## config.mk

```make
export PLATFORM = sky130hd
export DESIGN_NAME = apb_wb_bridge
export DESIGN_NICKNAME = d
export VERILOG_FILES = /design/src/rtl/apb_wb_pkg.sv /design/src/rtl/byte_lane_swap.sv /design/src/rtl/apb_wb_bridge.sv
export SDC_FILE = /design/constraint.sdc
export NUM_CORES = 1
export LEC_CHECK = 0
export ABC_CLOCK_PERIOD_IN_PS = 4100
export CORE_ASPECT_RATIO = 2
export CORE_MARGIN = 2
export CORE_UTILIZATION = 26
export DETAILED_ROUTE_END_ITERATION = 8
export GPL_ROUTABILITY_DRIVEN = 0
export GPL_TIMING_DRIVEN = 0
export SKIP_CTS_REPAIR_TIMING = 1
export SYNTH_ARGS = -nofsm -noshare
export SYNTH_HDL_FRONTEND = slang
export SYNTH_HIERARCHICAL = 1
export SYNTH_SLANG_ARGS = --single-unit
```

## constraint.sdc

```tcl
create_clock -name clk -period 4.1 [get_ports clk]
set_clock_uncertainty 0.2 [all_clocks]
set_input_delay 0.82 -clock clk [delete_from_list [all_inputs] [get_ports clk]]
set_output_delay 0.82 -clock clk [all_outputs]
set_load 0.01 [all_outputs]
```

## src/rtl/apb_wb_pkg.sv

```systemverilog
// Shared types and helpers for the APB-to-Wishbone bridge.
package apb_wb_pkg;

    typedef enum logic [1:0] {
        S_IDLE,
        S_REQ,
        S_WAIT,
        S_DONE
    } state_t;

    // Width of the per-transfer wait counter; wide enough for any TIMEOUT.
    localparam int CNT_W = 16;

    // Source lane feeding destination lane i when the lane order is reversed.
    function automatic int lane_reverse(input int i, input int lanes);
        return lanes - 1 - i;
    endfunction

endpackage

```

## src/rtl/byte_lane_swap.sv

```systemverilog
// Reverses the order of LANES equal-width lanes. Used with 8-bit lanes for
// data and with 1-bit lanes for byte enables.
module byte_lane_swap
    import apb_wb_pkg::*;
#(
    parameter int LANES  = 4,
    parameter int LANE_W = 8
) (
    input  logic [LANES*LANE_W-1:0] din,
    output logic [LANES*LANE_W-1:0] dout
);

    for (genvar i = 0; i < LANES; i++) begin : g_lane
        localparam int SRC = lane_reverse(i, LANES);
        assign dout[i*LANE_W +: LANE_W] = din[SRC*LANE_W +: LANE_W];
    end

endmodule

```

## src/rtl/apb_wb_bridge.sv

```systemverilog
// APB slave to pipelined Wishbone master bridge. One APB access becomes one
// single-beat Wishbone transfer; an address window optionally byte-reverses
// data and byte enables in both directions. A wait counter bounds every
// transfer and reports a slave error when it expires.
module apb_wb_bridge
    import apb_wb_pkg::*;
#(
    parameter int                ADDR_W     = 5,
    parameter int                DATA_W     = 32,
    parameter logic [ADDR_W-1:0] SWAP_MASK  = 5'b11000,
    parameter logic [ADDR_W-1:0] SWAP_MATCH = 5'b11000,
    parameter int                TIMEOUT    = 1023
) (
    input  logic                          clk,
    input  logic                          nreset,
    // APB slave
    input  logic [ADDR_W-1:0]             apb_PADDR,
    input  logic                          apb_PSEL,
    input  logic                          apb_PENABLE,
    input  logic                          apb_PWRITE,
    input  logic [DATA_W-1:0]             apb_PWDATA,
    input  logic [DATA_W/8-1:0]           apb_PSTRB,
    output logic                          apb_PREADY,
    output logic [DATA_W-1:0]             apb_PRDATA,
    output logic                          apb_PSLVERR,
    // Wishbone pipelined master
    output logic                          wb_cyc,
    output logic                          wb_stb,
    output logic                          wb_we,
    output logic [ADDR_W-$clog2(DATA_W/8)-1:0] wb_addr,
    output logic [DATA_W-1:0]             wb_data_o,
    output logic [DATA_W/8-1:0]           wb_sel,
    input  logic                          wb_stall,
    input  logic                          wb_ack,
    input  logic                          wb_err,
    input  logic [DATA_W-1:0]             wb_data_i
);

    localparam int                STRB_W = DATA_W / 8;
    localparam int                LSB    = $clog2(STRB_W);
    localparam logic [CNT_W-1:0]  TO_VAL = CNT_W'(TIMEOUT);

    state_t             state;
    logic [CNT_W-1:0]   cnt;
    logic               swap_q;

    logic               swap_hit;
    logic [STRB_W-1:0]  sel_raw;
    logic [STRB_W-1:0]  sel_sw;
    logic [DATA_W-1:0]  wdata_sw;
    logic [DATA_W-1:0]  rdata_sw;
    logic [DATA_W-1:0]  rdata_fix;
    logic               resp;

    assign swap_hit  = (apb_PADDR & SWAP_MASK) == SWAP_MATCH;
    assign sel_raw   = apb_PWRITE ? apb_PSTRB : '1;
    assign rdata_fix = swap_q ? rdata_sw : wb_data_i;

    // A response counts only once the strobe has been accepted; ack and err
    // together resolve to an error further down.
    assign resp = ((state == S_REQ && !wb_stall) || state == S_WAIT) &&
                  (wb_ack || wb_err);

    byte_lane_swap #(.LANES(STRB_W), .LANE_W(8)) u_wdata_swap (
        .din  (apb_PWDATA),
        .dout (wdata_sw)
    );

    byte_lane_swap #(.LANES(STRB_W), .LANE_W(1)) u_sel_swap (
        .din  (sel_raw),
        .dout (sel_sw)
    );

    byte_lane_swap #(.LANES(STRB_W), .LANE_W(8)) u_rdata_swap (
        .din  (wb_data_i),
        .dout (rdata_sw)
    );

    // Transfer FSM with all bus outputs registered.
    always_ff @(posedge clk or negedge nreset) begin
        if (!nreset) begin
            state       <= S_IDLE;
            cnt         <= '0;
            swap_q      <= 1'b0;
            wb_cyc      <= 1'b0;
            wb_stb      <= 1'b0;
            wb_we       <= 1'b0;
            wb_addr     <= '0;
            wb_data_o   <= '0;
            wb_sel      <= '0;
            apb_PREADY  <= 1'b0;
            apb_PSLVERR <= 1'b0;
            apb_PRDATA  <= '0;
        end else begin
            apb_PREADY <= 1'b0;
            case (state)
                S_IDLE: begin
                    if (apb_PSEL && apb_PENABLE) begin
                        wb_addr   <= apb_PADDR[ADDR_W-1:LSB];
                        wb_we     <= apb_PWRITE;
                        wb_data_o <= swap_hit ? wdata_sw : apb_PWDATA;
                        wb_sel    <= swap_hit ? sel_sw : sel_raw;
                        swap_q    <= swap_hit;
                        wb_cyc    <= 1'b1;
                        wb_stb    <= 1'b1;
                        cnt       <= '0;
                        state     <= S_REQ;
                    end
                end
                S_REQ, S_WAIT: begin
                    cnt <= cnt + 1'b1;
                    if (state == S_REQ && !wb_stall)
                        wb_stb <= 1'b0;
                    if (resp) begin
                        wb_cyc      <= 1'b0;
                        wb_stb      <= 1'b0;
                        apb_PREADY  <= 1'b1;
                        apb_PSLVERR <= wb_err;
                        apb_PRDATA  <= wb_err ? '0 : rdata_fix;
                        state       <= S_DONE;
                    end else if (cnt == TO_VAL) begin
                        // Give up: the slave never answered in time.
                        wb_cyc      <= 1'b0;
                        wb_stb      <= 1'b0;
                        apb_PREADY  <= 1'b1;
                        apb_PSLVERR <= 1'b1;
                        apb_PRDATA  <= '0;
                        state       <= S_DONE;
                    end else if (state == S_REQ && !wb_stall) begin
                        state <= S_WAIT;
                    end
                end
                S_DONE: begin
                    state <= S_IDLE;
                end
                default: begin
                    state <= S_IDLE;
                end
            endcase
        end
    end

endmodule

```

Yosys cells after proc, flatten, opt, wreduce, memory -nomap -nowiden
Index checks and enable logic that the tools add are counted.
{"block": "totals", "input_bits": 81, "regBits": 95}
{"block": "classes", "n_mux": 27, "eq_ne": 8, "add_sub_neg": 1, "reduce_logical": 16}
{"op": "$mux W32", "count": 5}
{"op": "$pmux W16 S2", "count": 1}
{"op": "$add A16 B1 Y16 const B", "count": 1}
{"op": "$eq A16 B10 Y1 const B", "count": 1}
{"op": "$mux W16", "count": 1}
{"op": "$mux W1", "count": 11}
{"op": "$mux W2", "count": 4}
{"op": "$mux W4", "count": 2}
{"op": "$reduce_and A2 Y1", "count": 4}
{"op": "$eq A2 B2 Y1 const B", "count": 3}
{"op": "$pmux W2 S3", "count": 1}
{"op": "$reduce_and A3 Y1", "count": 2}
{"op": "$ne A4 B4 Y1 const B", "count": 1}
{"op": "$pmux W1 S2", "count": 2}
{"op": "$reduce_bool A2 Y1", "count": 2}
{"op": "$logic_and A1 B1 Y1", "count": 3}
{"op": "$ne A3 B3 Y1 const B", "count": 1}
{"op": "$eq A2 B1 Y1 const B", "count": 1}
{"op": "$logic_not A2 Y1", "count": 1}
{"op": "$logic_or A1 B1 Y1", "count": 2}
{"op": "$ne A2 B2 Y1 const B", "count": 1}
{"op": "$reduce_or A2 Y1", "count": 1}
{"op": "$logic_not A1 Y1", "count": 1}

Logic depth before layout (Yosys ltp)
Gate-level depths: netlist (run 1).
{"block": "depth", "depth_word": 6, "ltp_mapped": 7, "depth_no_buf": 6}

Cells and area by module
Netlist (run 1), hierarchy kept.
{"module": "apb_wb_bridge", "seq_area_each_um2": 2377.3, "area_each_um2": 4640.7, "cells_each": 413, "n_inst": 1}
{"module": "byte_lane_swap (u_rdata_swap ...)", "seq_area_each_um2": 0.0, "area_each_um2": 240.2, "cells_each": 32, "n_inst": 2}
{"module": "byte_lane_swap (u_sel_swap)", "seq_area_each_um2": 0.0, "area_each_um2": 30.0, "cells_each": 4, "n_inst": 1}

Worst setup path after synthesis (run 1)
Ideal clock, no wire load.
{"block": "synth_timing", "kind": "input -> register", "start": "input wb_stall", "end": "register apb_PRDATA[0]", "n_path_buf": 1, "t_arrival_ns": 1.769, "cell_stages": 5, "slack_ns": 2.064, "cell_sequence": "nor2b_1 -> nor2_1 -> nor3_2 -> clkbuf_1 -> a22o_1"}
{"block": "synth_between", "elab_chain_len": 6, "word_cells_on_any_way": 7, "cone_classes": "mux (1); reduce/logical (6)"}
{"item": "start, declared", "line": "apb_wb_bridge.sv:33", "source": "input logic wb_stall,"}
{"item": "$logic_not A1 Y1 *", "line": "apb_wb_bridge.sv:61", "source": "assign resp = ((state == S_REQ && !wb_stall) || state == S_WAIT) &&"}
{"item": "$logic_and A1 B1 Y1 *", "line": "apb_wb_bridge.sv:61"}
{"item": "$logic_or A1 B1 Y1 *", "line": "apb_wb_bridge.sv:61"}
{"item": "$logic_and A1 B1 Y1 *", "line": "apb_wb_bridge.sv:61"}
{"item": "$reduce_bool A2 Y1 (no line)"}
{"item": "$reduce_and A2 Y1 (no line)"}
{"item": "end signal, assigned", "line": "apb_wb_bridge.sv:119", "source": "apb_PRDATA <= wb_err ? '0 : rdata_fix;"}
{"item": "end, declared", "line": "apb_wb_bridge.sv:24", "source": "output logic [DATA_W-1:0] apb_PRDATA,"}
Every way passes the cells marked *; elsewhere a longest branch is shown, timed or not.
A chain may end at the register's enable or synchronous reset.

Worst setup path after layout (run 1)
{"block": "layout_timing", "start": "input apb_PSEL", "end": "register wb_data_o[8]"}
{"block": "layout_between", "elab_chain_len": 2}
{"item": "start, declared", "line": "apb_wb_bridge.sv:18", "source": "input logic apb_PSEL,"}
{"item": "$logic_and A1 B1 Y1", "line": "apb_wb_bridge.sv:98", "source": "if (apb_PSEL && apb_PENABLE) begin"}
{"item": "$reduce_and A2 Y1 (no line)"}
{"item": "end signal, assigned", "line": "apb_wb_bridge.sv:101", "source": "wb_data_o <= swap_hit ? wdata_sw : apb_PWDATA;"}
{"item": "end, declared", "line": "apb_wb_bridge.sv:31", "source": "output logic [DATA_W-1:0] wb_data_o,"}
Every way passes these cells.

==> results of run 1 <==
[flip-flops by register name, summed over array words and instances (netlist names)]
register,flops
apb_PRDATA,32
apb_PREADY,1
apb_PSLVERR,1
cnt,16
state,2
swap_q,1
wb_addr,3
wb_cyc,1
wb_data_o,32
wb_sel,4
wb_stb,1
wb_we,1
[logic make-up after synthesis]
| kind of cell | after synthesis |
|---|---|
| AO/OA/AOI/OAI | 100 |
| XOR/XNOR | 4 |
| adder cells (fa/ha/maj) | 6 |
| buffers and inverters | 99 |
| flip-flops | 95 |
| multiplexers | 75 |
| AND/OR/NAND/NOR | 102 |
[where the power goes]
group / leakage [nW] / switching (mW) / total [mW] / internal, mW
combinational: 1.98 / 1.01 / 2.16 / 1.16
sequential: 1.22 / 0.216 / 1.52 / 1.30
clock: 0.165 / 0.381 / 0.984 / 0.602
total: 3.37 / 1.61 / 4.67 / 3.06
[cell type report]
type / count / area [sq um] / share of cell area, %
Clock inverter: 6 / 118 / 1.59
Multi-Input combinational cell: 287 / 2110 / 28.6
Timing Repair Buffer: 155 / 1570 / 21.2
Clock buffer: 10 / 229 / 3.10
Buffer: 94 / 642 / 8.69
Sequential cell: 95 / 2380 / 32.2
Tap cell: 259 / 324 / 4.39
Inverter: 5 / 18.8 / 0.254
[cells in the mapped netlist, drive strengths merged, types with 5 or more instances]
| master | number |
|---|---|
| nand2 | 50 |
| nand4 | 6 |
| nor3 | 5 |
| o21ai | 49 |
| inv | 5 |
| ha | 6 |
| mux2i | 37 |
| nand2b | 7 |
| nand3 | 6 |
| dfrtp | 95 |
| clkbuf | 17 |
| buf | 77 |
| nor2 | 9 |
| nor4 | 6 |
| a22o | 32 |
| mux2 | 38 |
[worst max path at each step]
stage | end | slack [ns]
floorplan | apb_PRDATA[0]$_DFFE_PN0P_ | 2.06
global placement | apb_PRDATA[25]$_DFFE_PN0P_ | -1.95
detailed placement | wb_data_o[10]$_DFFE_PN0P_ | 0.96
CTS | wb_data_o[10]$_DFFE_PN0P_ | 1.32
global route | wb_data_o[3]$_DFFE_PN0P_ | 1.19
finish | wb_data_o[8]$_DFFE_PN0P_ | 1.45
[cells in the final DEF (no fill, tap or decap), types with 6 or more instances in the layout]
| cell | instances |
|---|---|
| buf_4 | 70 |
| clkbuf_16 | 9 |
| mux2_2 | 36 |
| o21ai_0 | 48 |
| nand4_1 | 6 |
| mux2i_1 | 37 |
| clkdlybuf4s50_1 | 153 |
| ha_1 | 6 |
| nand2_1 | 50 |
| a22o_1 | 32 |
| nand3_1 | 6 |
| clkbuf_1 | 17 |
| nand2b_1 | 7 |
| dfrtp_1 | 95 |
| nor2_1 | 9 |
[stage by stage]
stage	instances	setup WS [ns]	setup TNS [ns]	cell area (sq um)
floorplan	481	2.06	0	5150
global placement	894	-1.95	-183.92	7020
detailed placement	895	0.960	0	7040
CTS	911	1.32	0	7390
global route	911	1.19	0	7390
finish	911	1.45	0	7390
[worst max-delay path: cells and delay by family]
kind                   cells  cell delay (ns)
buffers and inverters      3             1.44
AND/OR/NAND/NOR            2             0.37
AO/OA/AOI/OAI              1             0.09
[metal layers]
metal,part of all wire (%),global-route usage (%),vias to the layer above
met3,4.1,2.54,21
met2,57,28.7,118
met4,2.8,6.47,0
li1,-,-,1969
met1,36,14.4,1930
met5,0,0,-
==> results.json, run 1 <==
{
  "cap_viol_max_count": 0,
  "coreArea_sq_um": 19400,
  "diodes": 0,
  "cts_tree": "done",
  "die_y_microns": 203,
  "drc": 0,
  "htreeDepth": 3,
  "r2r_cells": 7,
  "holdCritStartpoint": "wb_data_o[20]$_DFFE_PN0P_",
  "total_power_mw": 4.67,
  "wl_per_cell_microns": 16.3,
  "rsz0062_at_grt": "no",
  "initial_core_util_pct": 26.6,
  "utilization_pct": 38.1,
  "ant_nets": 0,
  "synthArstFlopShare_pct": 100,
  "clk_latency_ns": 0.34,
  "rows": 72,
  "drive_gt1_share_pct": 21.5,
  "setup_viol": 0,
  "ys_ff_latch": 95,
  "synth.mux.area_fraction_pct": 15.5,
  "synth_top_family_by_area": "multiplexers",
  "cts_sinks": 95,
  "grt_usage_pct": 14.5,
  "synth.distinct_cells": 42,
  "r2r-start": "state[0]$_DFFE_PN0P_",
  "crit_type": "in2reg",
  "area_growth_syn_to_layout_pct": 43.4,
  "crit_path_end_kind": "register",
  "timing.slew.headroom_pct": 50.3,
  "yosysWarnings": 6,
  "synth_compound_area_share_pct": 13.2,
  "final_nets": 734,
  "grt_max_degree": 51,
  "power_density_nw_per_um2": 632,
  "synth_simple_gate_area_share_pct": 10.2,
  "die_area_sq_um": 21000,
  "seq_area_frac_synth_pct": 46.2,
  "first_pass_iters": 4,
  "critPathMaxStageDelay_ns": 0.51,
  "synth.area.top_cells": "dfrtp_1, buf_4, mux2_2, mux2i_1, a22o_1",
  "r2r-end": "wb_data_o[8]$_DFFE_PN0P_",
  "status": "finished, final reports clean",
  "num-fill-cells": 1947,
  "grt_pass1_wl_mm": 23.7,
  "worstSetupStartpoint": "apb_PSEL",
  "synth_ff_type": "dfrtp_1",
  "holdWs_ns": 0.279,
  "tightest_slew_ns": 0.741,
  "finalCritPeriodShare_pct": 64.6,
  "grt_pass1_vias": 4267,
  "finalMaxSlewViolations": 0,
  "hold_depth": 2,
  "reg2reg_setup_slack_ns": 1.66,
  "worst_path_max_delay_cell": "clkbuf_1",
  "synth-edff-count": 0,
  "path_clk_slew_ns": 0.07,
  "start_kind": "primary input",
  "path_cells": "clkdlybuf4s50_1, nand3_1, clkbuf_1, clkbuf_1, nand2_1, o21ai_0",
  "antenna_found_initial": 0,
  "die_w_microns": 104,
  "vias": 4038,
  "yosys.area_share.adder_pct": 1.46,
  "cts_buffer_depth": 2,
  "hold_end": "wb_data_o[20]$_DFFE_PN0P_",
  "arrival_ns": 2.71,
  "syn_area_per_cell_sq_um": 10.7,
  "hpwl_mm": 11.6,
  "period_minus_slack_ns": 2.65,
  "hp-class": "reg2reg",
  "p_leak_nw": 3.37,
  "crit_top_cell": "clkbuf_1",
  "ir_worst_vdd_v": 0.000329,
  "portBuffers": 154,
  "drtIter0Drc": 70,
  "synthXorXnorAreaFrac_pct": 0.680,
  "viasPerCell": 4.43,
  "cts_made_buffers": 9,
  "max_freq_mhz": 377,
  "syn_inst": 481,
  "io_pins": 157,
  "path_max_fanout": 10,
  "hold_violations": 0,
  "cp.required_ns": 4.16,
  "syn-cell-area_sq_um": 5150,
  "overflow": 0,
  "yosysTopAreaCell": "dfrtp_1",
  "drt-total-wl_mm": 14.9,
  "cts_root_buffer": "clkbuf_16",
  "syn_nets": 568,
  "synth_top_area_share_pct": 46.2
}
Power figures use the tool's default switching activity.
==> run 2: changes to the inputs <==
--- a/config.mk
+++ b/config.mk
@@ -5,7 +5,7 @@
 export SDC_FILE = /design/constraint.sdc
 export NUM_CORES = 1
 export LEC_CHECK = 0
-export ABC_CLOCK_PERIOD_IN_PS = 4100
+export ABC_CLOCK_PERIOD_IN_PS = 2300
 export CORE_ASPECT_RATIO = 2
 export CORE_MARGIN = 2
 export CORE_UTILIZATION = 26
==> constraint.sdc (replaced) <==
create_clock -name clk -period 2.3 [get_ports clk]
set_clock_uncertainty 0.2 [all_clocks]
set_input_delay 0.46 -clock clk [delete_from_list [all_inputs] [get_ports clk]]
set_output_delay 0.46 -clock clk [all_outputs]
set_load 0.01 [all_outputs]
==> run 2 against run 1 <==
  * Routed wire length is essentially flat
  * Largest cell class unchanged
  * Via count decreased by 0.17%
  * Hold slack about the same
  * Final area increased by 0.59%
  * Clock power increased by 79%
  * Non-clock buffer count grew 1
  * Sequential cell count unchanged
  * Clock-buffer cell count unchanged
  * Sequential share of layout area shrank 0.19 points
  * Critical path depth is 1 lower
  * First-iteration DRC count rose by 24%
  * Setup slack lost 1.3 ns
==> results.json, run 2 (synthesis gave the netlist of run 1 again) <==
{
  "status": "finished, final reports clean",
  "initial_core_util_pct": 26.6,
  "setup_viol": 0,
  "path_clk_slew_ns": 0.07,
  "worstSetupStartpoint": "apb_PADDR[3]",
  "cts_tree": "done",
  "drive_gt1_share_pct": 22.8,
  "r2r_cells": 6,
  "grt_pass1_vias": 4267,
  "path_max_fanout": 10,
  "power_density_nw_per_um2": 1130,
  "r2r-end": "cnt[15]$_DFFE_PN0P_",
  "first_pass_iters": 4,
  "timing.slew.headroom_pct": 54.4,
  "arrival_ns": 2.21,
  "drc": 0,
  "crit_buf_inv": 2,
  "cts_sinks": 95,
  "wl_per_cell_microns": 16.3,
  "final_nets": 735,
  "grt_max_degree": 51,
  "cp.required_ns": 2.31,
  "critPathCapture": "wb_data_o[4]$_DFFE_PN0P_",
  "cap_viol_max_count": 0,
  "cp_num_cells": 5,
  "die_y_microns": 203,
  "ir_worst_vdd_v": 0.000587,
  "grt_pass1_wl_mm": 23.7,
  "fin_cells": 912,
  "clk_latency_ns": 0.34,
  "worst_path_max_delay_cell": "buf_2",
  "place_inst": 895,
  "hold_violations": 0,
  "hp-class": "reg2reg",
  "total_power_mw": 8.38,
  "reg2reg_setup_slack_ns": 0.15,
  "grt_usage_pct": 14.5,
  "final_cell_mix": "clkdlybuf4s50_1, dfrtp_1, buf_4",
  "coreArea_sq_um": 19400,
  "critPathMaxStageDelay_ns": 0.43,
  "drt-total-wl_mm": 14.9,
  "vias": 4031,
  "r2r-start": "state[0]$_DFFE_PN0P_",
  "path_cells": "clkdlybuf4s50_1, nand2_1, buf_2, mux2i_1, o21ai_0",
  "viasPerCell": 4.42,
  "ant_nets": 0,
  "io_pins": 157,
  "area_growth_syn_to_layout_pct": 44.3,
  "portBuffers": 154,
  "cts_made_buffers": 9,
  "period_minus_slack_ns": 2.20,
  "tightest_slew_ns": 0.684,
  "cp_top_family": "buffers and inverters",
  "die_w_microns": 104,
  "cts_buffer_depth": 2,
  "largestRegisters": "apb_PRDATA x32, wb_data_o x32, cnt x16",
  "hpwl_mm": 11.6,
  "final_common_cell": "clkdlybuf4s50_1",
  "htreeDepth": 3,
  "diodes": 0,
  "p_leak_nw": 3.40,
  "rows": 72,
  "start_kind": "primary input",
  "crit_type": "in2reg",
  "drtIter0Drc": 87,
  "max_freq_mhz": 455,
  "finalCritPeriodShare_pct": 95.6,
  "finalMaxSlewViolations": 0,
  "holdCritStartpoint": "wb_data_o[20]$_DFFE_PN0P_",
  "die_area_sq_um": 21000,
  "cts_root_buffer": "clkbuf_16",
  "overflow": 0,
  "antenna_found_initial": 0,
  "crit_path_end_kind": "register"
}
[run 2: cell count changes in the layout (fill, tap and decap cells not counted)]
cell and delta:
clkbuf_1 -6, clkbuf_2 +4, nand2_2 +1, nand2_1 -1
nor2b_1 -1, nor2b_2 +1, nor4_1 -1, nor3_2 -2
buf_2 +1, nor4_2 +1, buf_4 +1, nor3_4 +2
dlygate4sd3_1 +1
[run 2: worst min path at each step]
stage / to / slack [ns] / depth (start not counted)
final: wb_data_o[20]$_DFFE_PN0P_ / 0.28 / 2
after global routing: wb_data_o[24]$_DFFE_PN0P_ / 0.31 / 2
after CTS: wb_we$_DFFE_PN0P_ / -0.05 / 1
after detailed placement: wb_data_o[20]$_DFFE_PN0P_ / 0.27 / 2
after global placement: wb_data_o[25]$_DFFE_PN0P_ / 0.26 / 2
after floorplan: apb_PRDATA[0]$_DFFE_PN0P_ / -0.04 / 0
[run 2: through the flow]
| stage | utilization (%) | hold slack (ns) | cell area (sq um) | setup WS, ns | TNS, ns |
|---|---|---|---|---|---|
| final | 38.4 | 0.279 | 7430 | 0.101 | 0 |
| after global routing | 38.4 | 0.312 | 7430 | -0.0213 | -0.0213 |
| after CTS | 38.1 | -0.0466 | 7390 | -0.288 | -7.04 |
| after detailed placement | 36.4 | 0.269 | 7040 | -0.480 | -17.59 |
| after global placement | 36.2 | 0.262 | 7020 | -3.39 | -338.58 |
| after floorplan | - | -0.0356 | 5150 | 0.303 | 0 |
[run 2: power breakdown]
group | switching, mW | internal [mW]
combinational | 1.81 | 2.10
sequential | 0.384 | 2.32
clock | 0.683 | 1.07
[run 2: layout make-up]
type	count	area, sq um
inverter	5	18.8
buffer	94	652
tap	259	324
clock inverter	6	118
multi-input combinational	287	2140
timing repair buffer	156	1580
fill	1943	11900
clock buffer	10	229
sequential	95	2380
[run 2: routing by layer]
| layer | global-route usage (%) | wire, microns | vias up |
|---|---|---|---|
| li1 | - | - | 1974 |
| met1 | 14.4 | 5280 | 1909 |
| met3 | 2.54 | 640 | 21 |
| met2 | 28.7 | 8550 | 127 |
| met4 | 6.47 | 422 | 0 |
| met5 | 0 | 0 | - |
[run 2: worst min-delay path, delay by kind of cell, from the launching register on]
family / cells / cell delay, ns
flip-flops: 1 / 0.35
AO/OA/AOI/OAI: 1 / 0.06
AND/OR/NAND/NOR: 1 / 0.04
==> run 3: changes to the inputs <==
--- a/config.mk
+++ b/config.mk
@@ -6,7 +6,8 @@
 export NUM_CORES = 1
 export LEC_CHECK = 0
 export ABC_CLOCK_PERIOD_IN_PS = 2300
-export CORE_ASPECT_RATIO = 2
+export CAP_MARGIN = 0
+export CORE_ASPECT_RATIO = 0.7
 export CORE_MARGIN = 2
 export CORE_UTILIZATION = 26
 export DETAILED_ROUTE_END_ITERATION = 8
==> run 3 against run 2 <==
  * Clock power is 2% lower
  * Largest cell class unchanged
  * Critical endpoint is now cnt[12]$_DFFE_PN0P_
  * Power down 0.64%
  * Combinational power hardly changed
  * Sequential cell count unchanged
  * Core utilization down 0.46 points
  * Clock-buffer cell count is the same
  * Sequential power about the same
  * Die area fell by 0.24%
  * Sequential share of layout area barely moved
==> results.json, run 3 (synthesis gave the netlist of run 1 again) <==
{
  "status": "finished, final reports clean",
  "power_density_nw_per_um2": 1120,
  "met3_usage_pct": 5.72,
  "cts_tree": "done",
  "ir_worst_vdd_v": 0.000399,
  "start_kind": "register",
  "crit_path_end_kind": "register",
  "die_y_microns": 122,
  "pre_cts_ws_ns": -0.551,
  "viasPerCell": 4.32,
  "diodes": 0,
  "arrival_ns": 2.24,
  "hold_depth": 2,
  "ant_nets": 0,
  "grt_usage_pct": 14.0,
  "stdcell_area_sq_um": 7440,
  "initial_core_util_pct": 26.2,
  "cts_buffer_depth": 2,
  "first_pass_iters": 4,
  "period_minus_slack_ns": 2.16,
  "crit_type": "reg2reg",
  "grt_max_degree": 65,
  "max_freq_mhz": 463,
  "drt-total-wl_mm": 14.5,
  "utilization_pct": 37.9,
  "cts_made_buffers": 9,
  "busiest_layer": "met2",
  "cp.required_ns": 2.38,
  "setup_viol": 0,
  "die_w_microns": 172,
  "largestRegisters": "apb_PRDATA x32, wb_data_o x32, cnt x16",
  "wl_per_cell_microns": 15.7,
  "portBuffers": 154,
  "drtIter0Drc": 170,
  "drive_gt1_share_pct": 23.0,
  "final_nets": 736,
  "coreArea_sq_um": 19600,
  "r2r_cells": 7,
  "clk_latency_ns": 0.34,
  "path_clk_slew_ns": 0.07,
  "final_cell_mix": "clkdlybuf4s50_1, dfrtp_1, buf_4",
  "io_pins": 157,
  "rows": 43,
  "finalCritPeriodShare_pct": 93.9,
  "grt_pass1_wl_mm": 22.4,
  "hpwl_mm": 10.4,
  "r2r-end": "cnt[12]$_DFFE_PN0P_",
  "path_max_fanout": 10,
  "critPathCapture": "cnt[12]$_DFFE_PN0P_",
  "fin_cells": 922,
  "grt_use_met1_pct": 19.9,
  "final_common_cell": "clkdlybuf4s50_1",
  "reg2reg_setup_slack_ns": 0.14,
  "tightest_slew_ns": 0.675,
  "overflow": 0,
  "hp-class": "reg2reg",
  "p_leak_nw": 3.41,
  "multi_input_comb_area_sq_um": 2140,
  "timing.slew.headroom_pct": 55.0,
  "place_inst": 906,
  "vias": 3980,
  "cap_viol_max_count": 0,
  "num-fill-cells": 1942,
  "worst_slack_ns": 0.141,
  "die_area_sq_um": 21000,
  "cts_root_buffer": "clkbuf_16",
  "met2_usage_pct": 20.0,
  "area_growth_syn_to_layout_pct": 44.5,
  "hold_violations": 0,
  "finalMaxSlewViolations": 0,
  "antenna_found_initial": 0,
  "r2r-start": "state[1]$_DFFE_PN0P_",
  "drc": 0,
  "place_area_sq_um": 7060,
  "cts_sinks": 95,
  "htreeDepth": 3,
  "area.sequential_sq_um": 2380,
  "grt_pass1_vias": 3972,
  "worstSetupStartpoint": "state[1]$_DFFE_PN0P_"
}
run 3: cell count changes in the layout (fill, tap and decap cells not counted), sizes merged:
cell,delta
clkbuf,+1
clkinvlp,-1
inv,-1
run 3: per-stage QoR:
stage | setup TNS [ns] | total power, mW | hold WS, ns
4_1_cts | -9.78 | 8.39 | -0.137
3_3_place_gp | -344.05 | 6.59 | 0.261
6_report | 0 | 8.32 | 0.280
2_1_floorplan | 0 | 4.65 | -0.0356
3_5_place_dp | -20.81 | 6.61 | 0.242
5_1_grt | -0.00721 | 8.90 | 0.308
run 3: layer usage:
layer / vias to the layer above / wire length [microns] / part of all wire [%]
li1: 1980 / - / -
met1: 1866 / 7170 / 49
met2: 126 / 5930 / 41
met3: 8 / 1280 / 8.8
met4: 0 / 120 / 0.83
met5: - / 0 / 0
run 3: worst min path at each step:
stage                                         start                    endpoint  slack, ns
after floorplan                              nreset   apb_PRDATA[0]$_DFFE_PN0P_      -0.04
after global placement     wb_data_o[5]$_DFFE_PN0P_    wb_data_o[5]$_DFFE_PN0P_       0.26
after detailed placement                     nreset  apb_PRDATA[11]$_DFFE_PN0P_       0.24
after CTS                                    nreset  apb_PRDATA[11]$_DFFE_PN0P_      -0.14
after global routing      wb_data_o[11]$_DFFE_PN0P_   wb_data_o[11]$_DFFE_PN0P_       0.31
final                      wb_data_o[5]$_DFFE_PN0P_    wb_data_o[5]$_DFFE_PN0P_       0.28
run 3: worst max-delay path, cell delays in order, from the launching register on:
cell      delay (ns)
dfrtp_1         0.40
inv_1           0.09
ha_1            0.37
clkbuf_4        0.25
nor2b_2         0.22
nand2_2         0.17
nor4_1          0.26
a211o_1         0.13
run 3: area by class of cell:
type / instances / area share [%]
multi-input combinational: 287 / 28.7
clock inverter: 4 / 1.28
tap: 270 / 4.54
timing repair buffer: 157 / 21.3
sequential: 95 / 31.9
inverter: 5 / 0.252
clock buffer: 10 / 3.21
buffer: 94 / 8.79
run 3: power breakdown:
part           total (mW)  switching (mW)  internal (mW)
Sequential           2.72           0.398           2.33
Combinational        3.88            1.78           2.10
Clock                1.72           0.636           1.08
Total                8.32            2.82           5.50
